<file path="src/rtl/ysyx_23060240_lsu.sv">
// Load/store unit: takes one decoded memory request, runs at most one access on
// the req/ack data port and hands the extended result to writeback.
module ysyx_23060240_lsu #(
    parameter int TIMEOUT = 255
) (
    input  logic        clk,
    input  logic        rst,
    input  logic        in_valid,
    output logic        in_ready,
    input  logic [31:0] in_addr,
    input  logic [31:0] in_wdata,
    input  logic        in_rd_en,
    input  logic        in_wr_en,
    input  logic [2:0]  in_rd_ctrl,
    input  logic [7:0]  in_wr_ctrl,
    output logic        out_valid,
    input  logic        out_ready,
    output logic [31:0] out_rdata,
    output logic        out_err,
    output logic        mem_req,
    output logic        mem_we,
    output logic [31:0] mem_addr,
    output logic [31:0] mem_wdata,
    output logic [3:0]  mem_wmask,
    input  logic [31:0] mem_rdata,
    input  logic        mem_ack
);

    // Handshake rule for both in_* and out_*: a transfer happens on a rising
    // edge where valid and ready are both 1. The unit never drops out_valid or
    // changes out_rdata/out_err while waiting for out_ready; in_ready is 1 only
    // in IDLE, so at most one request is ever in flight.

    typedef enum logic [1:0] {
        S_IDLE = 2'd0,
        S_REQ  = 2'd1,
        S_RESP = 2'd2
    } state_t;

    state_t      r_state;
    state_t      w_next_state;

    logic [1:0]  r_off;
    logic [2:0]  r_rd_ctrl;
    logic [31:0] r_cnt;
    logic [31:0] r_rdata;
    logic        r_err;
    logic        r_mem_req;
    logic        r_mem_we;
    logic [31:0] r_mem_addr;
    logic [31:0] r_mem_wdata;
    logic [3:0]  r_mem_wmask;

    logic        w_is_ld;
    logic        w_is_st;
    logic        w_ld_legal;
    logic        w_st_legal;
    logic        w_illegal;
    logic        w_misal;
    logic        w_go_bus;
    logic        w_req_err;
    logic        w_timeout;
    logic [31:0] w_st_data;
    logic [3:0]  w_st_mask;
    logic [31:0] w_shifted;
    logic [31:0] w_ld_data;

    assign in_ready  = (r_state == S_IDLE);
    assign out_valid = (r_state == S_RESP);
    assign out_rdata = r_rdata;
    assign out_err   = r_err;
    assign mem_req   = r_mem_req;
    assign mem_we    = r_mem_we;
    assign mem_addr  = r_mem_addr;
    assign mem_wdata = r_mem_wdata;
    assign mem_wmask = r_mem_wmask;

    // The wait counter only matters when a timeout is configured.
    generate
        if (TIMEOUT > 0) begin : g_timeout
            assign w_timeout = (r_cnt == 32'(TIMEOUT - 1));
        end else begin : g_no_timeout
            assign w_timeout = 1'b0;
        end
    endgenerate

    // Classify the incoming request: legal bus access, error, or pass-through.
    always_comb begin
        w_is_ld    = in_rd_en & ~in_wr_en;
        w_is_st    = in_wr_en & ~in_rd_en;
        w_ld_legal = (in_rd_ctrl >= 3'd1) && (in_rd_ctrl <= 3'd5);
        w_st_legal = (in_wr_ctrl >= 8'h01) && (in_wr_ctrl <= 8'h03);
        w_illegal  = (in_rd_en & in_wr_en) | (w_is_ld & ~w_ld_legal) | (w_is_st & ~w_st_legal);
        w_misal    = 1'b0;
        if (w_is_ld) begin
            case (in_rd_ctrl)
                3'd3, 3'd4: w_misal = in_addr[0];
                3'd5:       w_misal = (in_addr[1:0] != 2'b00);
                default:    w_misal = 1'b0;
            endcase
        end else if (w_is_st) begin
            case (in_wr_ctrl)
                8'h02:   w_misal = in_addr[0];
                8'h03:   w_misal = (in_addr[1:0] != 2'b00);
                default: w_misal = 1'b0;
            endcase
        end
        w_go_bus  = (w_is_ld | w_is_st) & ~w_illegal & ~w_misal;
        w_req_err = (in_rd_en | in_wr_en) & ~w_go_bus;
    end

    // Place store data on every lane it may land in and strobe the target lanes.
    always_comb begin
        w_st_data = in_wdata;
        w_st_mask = 4'b1111;
        case (in_wr_ctrl)
            8'h01: begin
                w_st_data = {4{in_wdata[7:0]}};
                w_st_mask = 4'b0001 << in_addr[1:0];
            end
            8'h02: begin
                w_st_data = {2{in_wdata[15:0]}};
                w_st_mask = 4'b0011 << in_addr[1:0];
            end
            default: ;
        endcase
    end

    // Pull the addressed byte/half/word out of the returned word and extend it.
    always_comb begin
        w_shifted = mem_rdata >> {r_off, 3'b000};
        w_ld_data = 32'd0;
        case (r_rd_ctrl)
            3'd1:    w_ld_data = {{24{w_shifted[7]}}, w_shifted[7:0]};
            3'd2:    w_ld_data = {24'd0, w_shifted[7:0]};
            3'd3:    w_ld_data = {{16{w_shifted[15]}}, w_shifted[15:0]};
            3'd4:    w_ld_data = {16'd0, w_shifted[15:0]};
            3'd5:    w_ld_data = w_shifted;
            default: w_ld_data = 32'd0;
        endcase
    end

    // State register.
    always_ff @(posedge clk) begin
        if (rst) begin
            r_state <= S_IDLE;
        end else begin
            r_state <= w_next_state;
        end
    end

    // Next-state logic: errors and pass-through skip the bus entirely.
    always_comb begin
        w_next_state = r_state;
        case (r_state)
            S_IDLE: begin
                if (in_valid) begin
                    w_next_state = w_go_bus ? S_REQ : S_RESP;
                end
            end
            S_REQ: begin
                if (mem_ack || w_timeout) begin
                    w_next_state = S_RESP;
                end
            end
            S_RESP: begin
                if (out_ready) begin
                    w_next_state = S_IDLE;
                end
            end
            default: w_next_state = S_IDLE;
        endcase
    end

    // Datapath: capture the request on accept, drive the bus, capture the result.
    always_ff @(posedge clk) begin
        if (rst) begin
            r_off       <= 2'd0;
            r_rd_ctrl   <= 3'd0;
            r_cnt       <= 32'd0;
            r_rdata     <= 32'd0;
            r_err       <= 1'b0;
            r_mem_req   <= 1'b0;
            r_mem_we    <= 1'b0;
            r_mem_addr  <= 32'd0;
            r_mem_wdata <= 32'd0;
            r_mem_wmask <= 4'd0;
        end else begin
            case (r_state)
                S_IDLE: begin
                    if (in_valid) begin
                        r_off     <= in_addr[1:0];
                        r_rd_ctrl <= in_rd_ctrl;
                        r_cnt     <= 32'd0;
                        if (w_go_bus) begin
                            r_mem_req   <= 1'b1;
                            r_mem_we    <= w_is_st;
                            r_mem_addr  <= {in_addr[31:2], 2'b00};
                            r_mem_wdata <= w_is_st ? w_st_data : 32'd0;
                            r_mem_wmask <= w_is_st ? w_st_mask : 4'd0;
                        end else begin
                            r_rdata <= 32'd0;
                            r_err   <= w_req_err;
                        end
                    end
                end
                S_REQ: begin
                    if (mem_ack) begin
                        // An ack in the final allowed cycle still completes normally.
                        r_mem_req <= 1'b0;
                        r_rdata   <= r_mem_we ? 32'd0 : w_ld_data;
                        r_err     <= 1'b0;
                    end else if (w_timeout) begin
                        r_mem_req <= 1'b0;
                        r_rdata   <= 32'd0;
                        r_err     <= 1'b1;
                    end else begin
                        r_cnt <= r_cnt + 32'd1;
                    end
                end
                default: ;
            endcase
        end
    end

endmodule

</file>
<file path="config.mk">
export PLATFORM = sky130hd
export DESIGN_NAME = ysyx_23060240_lsu
export DESIGN_NICKNAME = d
export VERILOG_FILES = /design/src/rtl/ysyx_23060240_lsu.sv
export SDC_FILE = /design/constraint.sdc
export NUM_CORES = 1
export LEC_CHECK = 0
export BUFFER_PORTS_ARGS = -buffer_cell sky130_fd_sc_hd__buf_2
export CORE_MARGIN = 10
export CORE_UTILIZATION = 46
export CTS_CLUSTER_SIZE = 24
export DETAILED_ROUTE_END_ITERATION = 8
export GPL_TIMING_DRIVEN = 0
export PLACE_DENSITY = 0.75
export SETUP_SLACK_MARGIN = 0.4
export SKIP_CTS_REPAIR_TIMING = 1
export SLEW_MARGIN = 0
export SYNTH_ARGS = -nofsm -noshare
export SYNTH_HDL_FRONTEND = slang
export SYNTH_SLANG_ARGS = --single-unit
</file>
<file path="constraint.sdc">
create_clock -name clk -period 2.22 [get_ports clk]
set_input_delay 0.333 -clock clk [delete_from_list [all_inputs] [get_ports clk]]
set_output_delay 0.333 -clock clk [all_outputs]
set_load 0.02 [all_outputs]
</file>
======== Yosys cells after proc, flatten, opt, wreduce, memory -nomap -nowiden ========
Index checks and enable logic that the tools add are counted.
storage, ports and cells
  bits in registers ....................... 140
  bits of input ports ..................... 114
  output and inout bits ................... 105
  word-level logic and storage cells ...... 107
operators by class
  add/sub/neg operators ................... 1
  order comparisons ....................... 4
  equal/unequal tests ..................... 22
  shift-type cells ........................ 3
  multiplexer cells ....................... 34
  bitwise gates (word level) .............. 19
  reductions and logical operators ........ 13
operator list
  operator                                                                             number
  32-bit two-way mux                                                                   9
  32-bit one-hot mux with 2 select lines                                               3
  32-bit one-hot mux with 5 select lines                                               1
  32-bit by 1-bit adder with 32-bit output, second input constant                      1
  32-bit by 8-bit equality test with 1-bit output, second input constant               1
  32-bit by 5-bit >> shifter with 32-bit output                                        1
  8-bit by 2-bit equality test with 1-bit output, second input constant                2
  3-bit equality test, second input constant                                           4
  4-bit AND reduction                                                                  3
  1-bit two-way mux                                                                    10
  2-bit inequality test, second input constant                                         5
  3-bit by 2-bit equality test with 1-bit output, second input constant                3
  1-bit AND                                                                            8
  8-bit by 1-bit equality test with 1-bit output, second input constant                1
  8-bit by 1-bit greater-or-equal comparator with 1-bit output, second input constant  1
  8-bit by 2-bit less-or-equal comparator with 1-bit output, second input constant     1
  2-bit two-way mux                                                                    4
  1-bit one-hot mux with 2 select lines                                                4
  4-bit one-hot mux with 2 select lines                                                1
  1-bit NOT                                                                            7
  2-bit one-hot mux with 3 select lines                                                1
  3-bit AND reduction                                                                  2
  4-bit two-way mux                                                                    1
  2-bit by 1-bit inequality test with 1-bit output, second input constant              2
  other kinds (15)                                                                     20

======== Longest topological paths before layout ========
  depth after elaboration ................. 14
  gate-level depth with buffers ........... 10
  depth with buffers taken out ............ 8

======== Worst setup path after synthesis ========
No wires, ideal clock.
  kind .................................... input -> register
  start ................................... in in_wr_ctrl[5]
  end ..................................... reg r_rdata[16] (netlist: out_rdata[16])
  setup time .............................. 0.117 ns
  arrival time ............................ 2.153 ns
  data required time ...................... 2.103 ns
  setup slack ............................. -0.050 ns
  stages on the path ...................... 7
  path buffers ............................ 1
  path through ............................ or4_4 > or4_4 > o2111a_4 > a2bb2oi_4 > nor2_2 > buf_6 > a22o_1
between the ends
  cells in the longest elaborated chain, start to end .. 10
ends and longest elaborated chain
  element                                                                                                                                    RTL line  RTL
  start: declaration                                                                                                                         15        input logic [7:0] in_wr_ctrl,
  8-bit by 1-bit greater-or-equal comparator with 1-bit output or 8-bit by 2-bit less-or-equal comparator with 1-bit output (tied branches)  92        w_st_legal = (in_wr_ctrl >= 8'h01) && (in_wr_ctrl <= 8'h03);
  1-bit logical AND                                                                                                                          92
  1-bit NOT                                                                                                                                  93        w_illegal = (in_rd_en & in_wr_en) | (w_is_ld & ~w_ld_legal) | (w_is_st & ~w_st_legal);
  1-bit AND                                                                                                                                  93
  1-bit bitwise OR                                                                                                                           93
  1-bit NOT                                                                                                                                  108       w_go_bus = (w_is_ld | w_is_st) & ~w_illegal & ~w_misal;
  1-bit AND                                                                                                                                  108
  1-bit AND (*)                                                                                                                              108
  2-bit inequality test (no line) (*)                                                                                                        n/a
  4-bit AND reduction (no line) (*)                                                                                                          n/a
  end signal: assignment                                                                                                                     211       r_rdata <= r_mem_we ? 32'd0 : w_ld_data;
  end: declaration                                                                                                                           46        logic [31:0] r_rdata;
Every way passes the cells marked *; elsewhere a longest branch is shown, timed or not.
A chain may end at the register's enable or synchronous reset.

======== Worst setup path in the final report ========
  start ................................... reg r_cnt[27]
  end ..................................... reg r_cnt[7]
between the ends
  cells in the longest elaborated chain, start to end .. 3
ends and longest elaborated chain
  element                                          RTL line  RTL
  start: declaration                               45        logic [31:0] r_cnt;
  start signal: assignment                         218       r_cnt <= r_cnt + 32'd1;
  32-bit by 8-bit equality test with 1-bit output  81        assign w_timeout = (r_cnt == 32'(TIMEOUT - 1));
  2-bit inequality test (no line)                  n/a
  4-bit AND reduction (no line)                    n/a
No other way between the ends.

==> flow_metrics.py <==
metrics = {
    "die": {
        "core_area_um2": 14530,
        "ios": 219,
        "die_w_um": 141.8,
        "chipHeight_um": 141.8,
        "design.die.area_um2": 20120,
        "rows": 44,
        "start_util_pct": 46.98,
    },
    "place": {
        "postPlaceCellArea_um2": 8259,
        "dp_slack_ns": -0.4407,
        "post-dp-hpwl_mm": 17.34,
        "gp_congestion": 0.8958,
        "port_buffers": 213,
    },
    "worst_hold_path": {
        "min-delay-start": "in_addr[14]",
        "min_to": "mem_addr[14]$_SDFFE_PP0P_",
        "whs_path_depth": 3,
        "hold_class": "in -> reg",
    },
    "cells_and_area": {
        "drive_above_1_share_pct": 48.05,
        "diodes": 0,
        "area_growth_pct": 60.95,
        "nets": 1236,
        "fillers": 953,
        "stdcell_area_um2": 10990,
        "multi_input_comb_area_um2": 4938,
        "regArea_um2": 2819,
    },
    "global_routing": {
        "grt_antenna_before_repair": 2,
        "grt_pass1_wl_mm": 36.51,
        "grt_max_degree": 17,
        "grt_pass1_vias": 6976,
        "grt.overflow.total": 0,
        "track_usage_pct": 22.40,
    },
    "outcome": {
        "status": "finished with violations",
        "violations": "setup timing",
    },
    "timing": {
        "tightest_slew_ns": 0.8949,
        "slew_viol_final": 0,
        "post-route-period-util_pct": 106.9,
        "skew_ns": 0.009086,
        "layout_min_cycle_time_ns": 2.373,
        "setup_viol": 14,
        "setup_ws_ns": -0.1535,
        "finalHoldViolCount": 0,
        "clock.fmax_mhz": 421.3,
        "grt_setup_unrepaired": "true",
        "maxSlewHeadroom_pct": 40.34,
    },
    "yosys": {
        "ys_async_sr_fraction_pct": 0,
        "yosysWarnings": 0,
        "post_synth.cell_area_avg_um2": 8.206,
        "ys_seq_elements": 140,
        "yosys_most_used_dff": "dfxtp_1",
        "synth-edff-count": 0,
        "netlist_instances": 832,
        "yosysSeqAreaShare_pct": 41.05,
        "synthDistinctLibCells": 55,
        "syn_area_um2": 6828,
    },
    "worst_setup_path": {
        "critPathRequiredTime_ns": 2.53,
        "ff2ff_setup_slack_ns": -0.15,
        "critical_path_class": "reg -> reg",
        "r2r-end": "r_cnt[7]$_SDFFE_PP0P_",
        "crit_arrival_ns": 2.68,
        "end_kind": "register",
        "rr_worst_depth": 8,
        "r2r_start": "r_cnt[27]$_SDFFE_PP0P_",
        "cp_max_fo": 5,
        "start_kind": "register",
    },
    "route": {
        "viasPerCell": 5.962,
        "drc": 0,
        "drt_wl_total_mm": 28.81,
        "wl_per_cell_um": 21.96,
        "drtPass1Iterations": 5,
        "num_vias": 7822,
        "final_antenna_net_count": 0,
        "drtIter0Drc": 926,
    },
    "pwr": {
        "p_sw_share_pct": 27.15,
        "internal-power_w": 0.005012,
        "powerDensity_nw_per_um2": 626.1,
        "comb_power_share_pct": 16.8,
        "p_total_w": 0.006880,
        "leakagePower_nw": 4.307,
        "clkPwrFrac_pct": 45.5,
        "switchingPower_w": 0.001868,
        "p_seq_share_pct": 37.7,
        "ir_drop_uv": 555.1,
    },
    "job": {
        "cap_violations": 0,
    },
    "clock_network": {
        "clk_latency_ns": 0.43,
        "cts_tree": "done",
        "cts_htree_levels": 4,
        "clock_path_buffers": 2,
        "cts-root-buf": "clkbuf_16",
        "numCtsBuffers": 17,
        "path_clk_slew_ns": 0.06,
        "numClockSinks": 140,
    },
}
## layer usage
metal / share of wire, % / up-vias / global-route usage (%)
met3: 9.4 / 112 / 8.445
met5: 0.10 / - / 0
met2: 49 / 470 / 36.48
li1: - / 3544 / -
met1: 37 / 3692 / 26.23
met4: 3.7 / 4 / 8.230
## placed cells by master (no fill, tap or decap), drive strengths merged, types with 16 or more instances in the layout
cell	synthesis	final
o21ai	25	25
buf	24	284
dfxtp	140	140
nand3	37	37
nand2b	21	21
a22o	17	17
nor2	46	46
nand2	144	144
a211oi	24	24
a21oi	108	108
mux2	16	16
clkbuf	46	71
xnor2	26	26
mux2i	19	19
## metrics by stage
stage	hold slack (ns)	utilization [%]	setup TNS, ns	instances
after CTS	0.1285	61.25	-17.99	1261
after global routing	0.1400	75.61	-4.375	1312
final	0.1342	75.61	-0.4738	1312
after global placement	0.4299	56.83	-33.27	1230
after detailed placement	0.4364	56.83	-32.64	1230
after floorplan	0.4575	-	0	833
## Yosys cell counts, drive strengths merged (2+ instances only)
cell | count | area, um2
nand2 | 144 | 543.0
inv | 10 | 37.54
ha | 6 | 75.07
mux2i | 19 | 190.2
nand3 | 37 | 185.2
and2 | 2 | 12.51
or2 | 2 | 12.51
nor2b | 12 | 75.07
dfxtp | 140 | 2803
o21ai | 25 | 125.1
nor4 | 5 | 31.28
a2111oi | 8 | 70.07
o311ai | 9 | 78.83
a211oi | 24 | 185.2
clkbuf | 46 | 172.7
a21oi | 108 | 540.5
o211ai | 3 | 22.52
or4 | 2 | 22.52
a31oi | 3 | 18.77
o31ai | 2 | 20.02
nor3 | 5 | 30.03
a22oi | 2 | 15.01
buf | 24 | 151.4
nand3b | 2 | 15.01
nand4 | 9 | 56.30
and3 | 6 | 37.54
nand2b | 21 | 131.4
and4 | 3 | 26.28
o2bb2ai | 9 | 78.83
a22o | 17 | 148.9
o22ai | 9 | 56.30
o2111ai | 9 | 78.83
xnor2 | 26 | 227.7
a21o | 10 | 75.07
a41o | 2 | 20.02
mux2 | 16 | 180.2
nor2 | 46 | 177.7
## cell families after synthesis
| group | after synthesis | synth area share, % |
|---|---|---|
| compound gates | 245 | 23.51 |
| xor+xnor | 26 | 3.335 |
| fa+ha+maj | 6 | 1.099 |
| mux | 35 | 5.424 |
| flops | 140 | 41.05 |
| buf+inv | 80 | 5.296 |
| other cells | 1 | 0.05492 |
| simple gates | 299 | 20.23 |
## power by group through the flow
stage	combinational, W	clock, W	sequential [W]
finish	0.00115	0.00313	0.00259
global route	0.00122	0.00323	0.00260
CTS	0.000806	0.00313	0.00258
detailed placement	0.000799	0	0.00264
global placement	0.000793	0	0.00264
floorplan	0.000447	0	0.00268
## registers in the layout, summed over array words and instances (netlist names), 2 cells and up
register	cells
out_rdata	32
r_rd_ctrl	3
r_off	2
mem_wdata	32
r_cnt	32
mem_wmask	4
r_state	2
mem_addr	30
## cell type report
type / instances / area share (%)
Multi-Input combinational cell: 613 / 44.94
Clock inverter: 10 / 1.480
Timing Repair Buffer: 264 / 16.10
Inverter: 10 / 0.3416
Clock buffer: 21 / 4.372
Tap cell: 184 / 2.095
Buffer: 70 / 5.021
Sequential cell: 140 / 25.65
## critical path, stage by stage (launching register included)
cell	delay, ns
dfxtp_1	0.34
nor4_1	0.40
nand3_2	0.30
o31ai_4	0.49
buf_6	0.20
buf_8	0.12
a211oi_1	0.10
xnor2_1	0.24
nor2_1	0.06
## how the worst max path moves through the flow
stage / start / to / slack (ns) / depth (start not counted)
CTS: r_cnt[0]$_SDFFE_PP0P_ / out_rdata[15]$_SDFFE_PP0P_ / -0.49 / 9
finish: r_cnt[27]$_SDFFE_PP0P_ / r_cnt[7]$_SDFFE_PP0P_ / -0.15 / 8
detailed placement: r_cnt[0]$_SDFFE_PP0P_ / out_rdata[21]$_SDFFE_PP0P_ / -0.44 / 9
global placement: r_cnt[0]$_SDFFE_PP0P_ / out_rdata[21]$_SDFFE_PP0P_ / -0.47 / 9
global route: r_cnt[27]$_SDFFE_PP0P_ / r_cnt[7]$_SDFFE_PP0P_ / -0.23 / 8
floorplan: in_wr_ctrl[3] / out_rdata[14]$_SDFFE_PP0P_ / 0.04 / 7
Note: power is estimated with default switching activity, not from simulation.
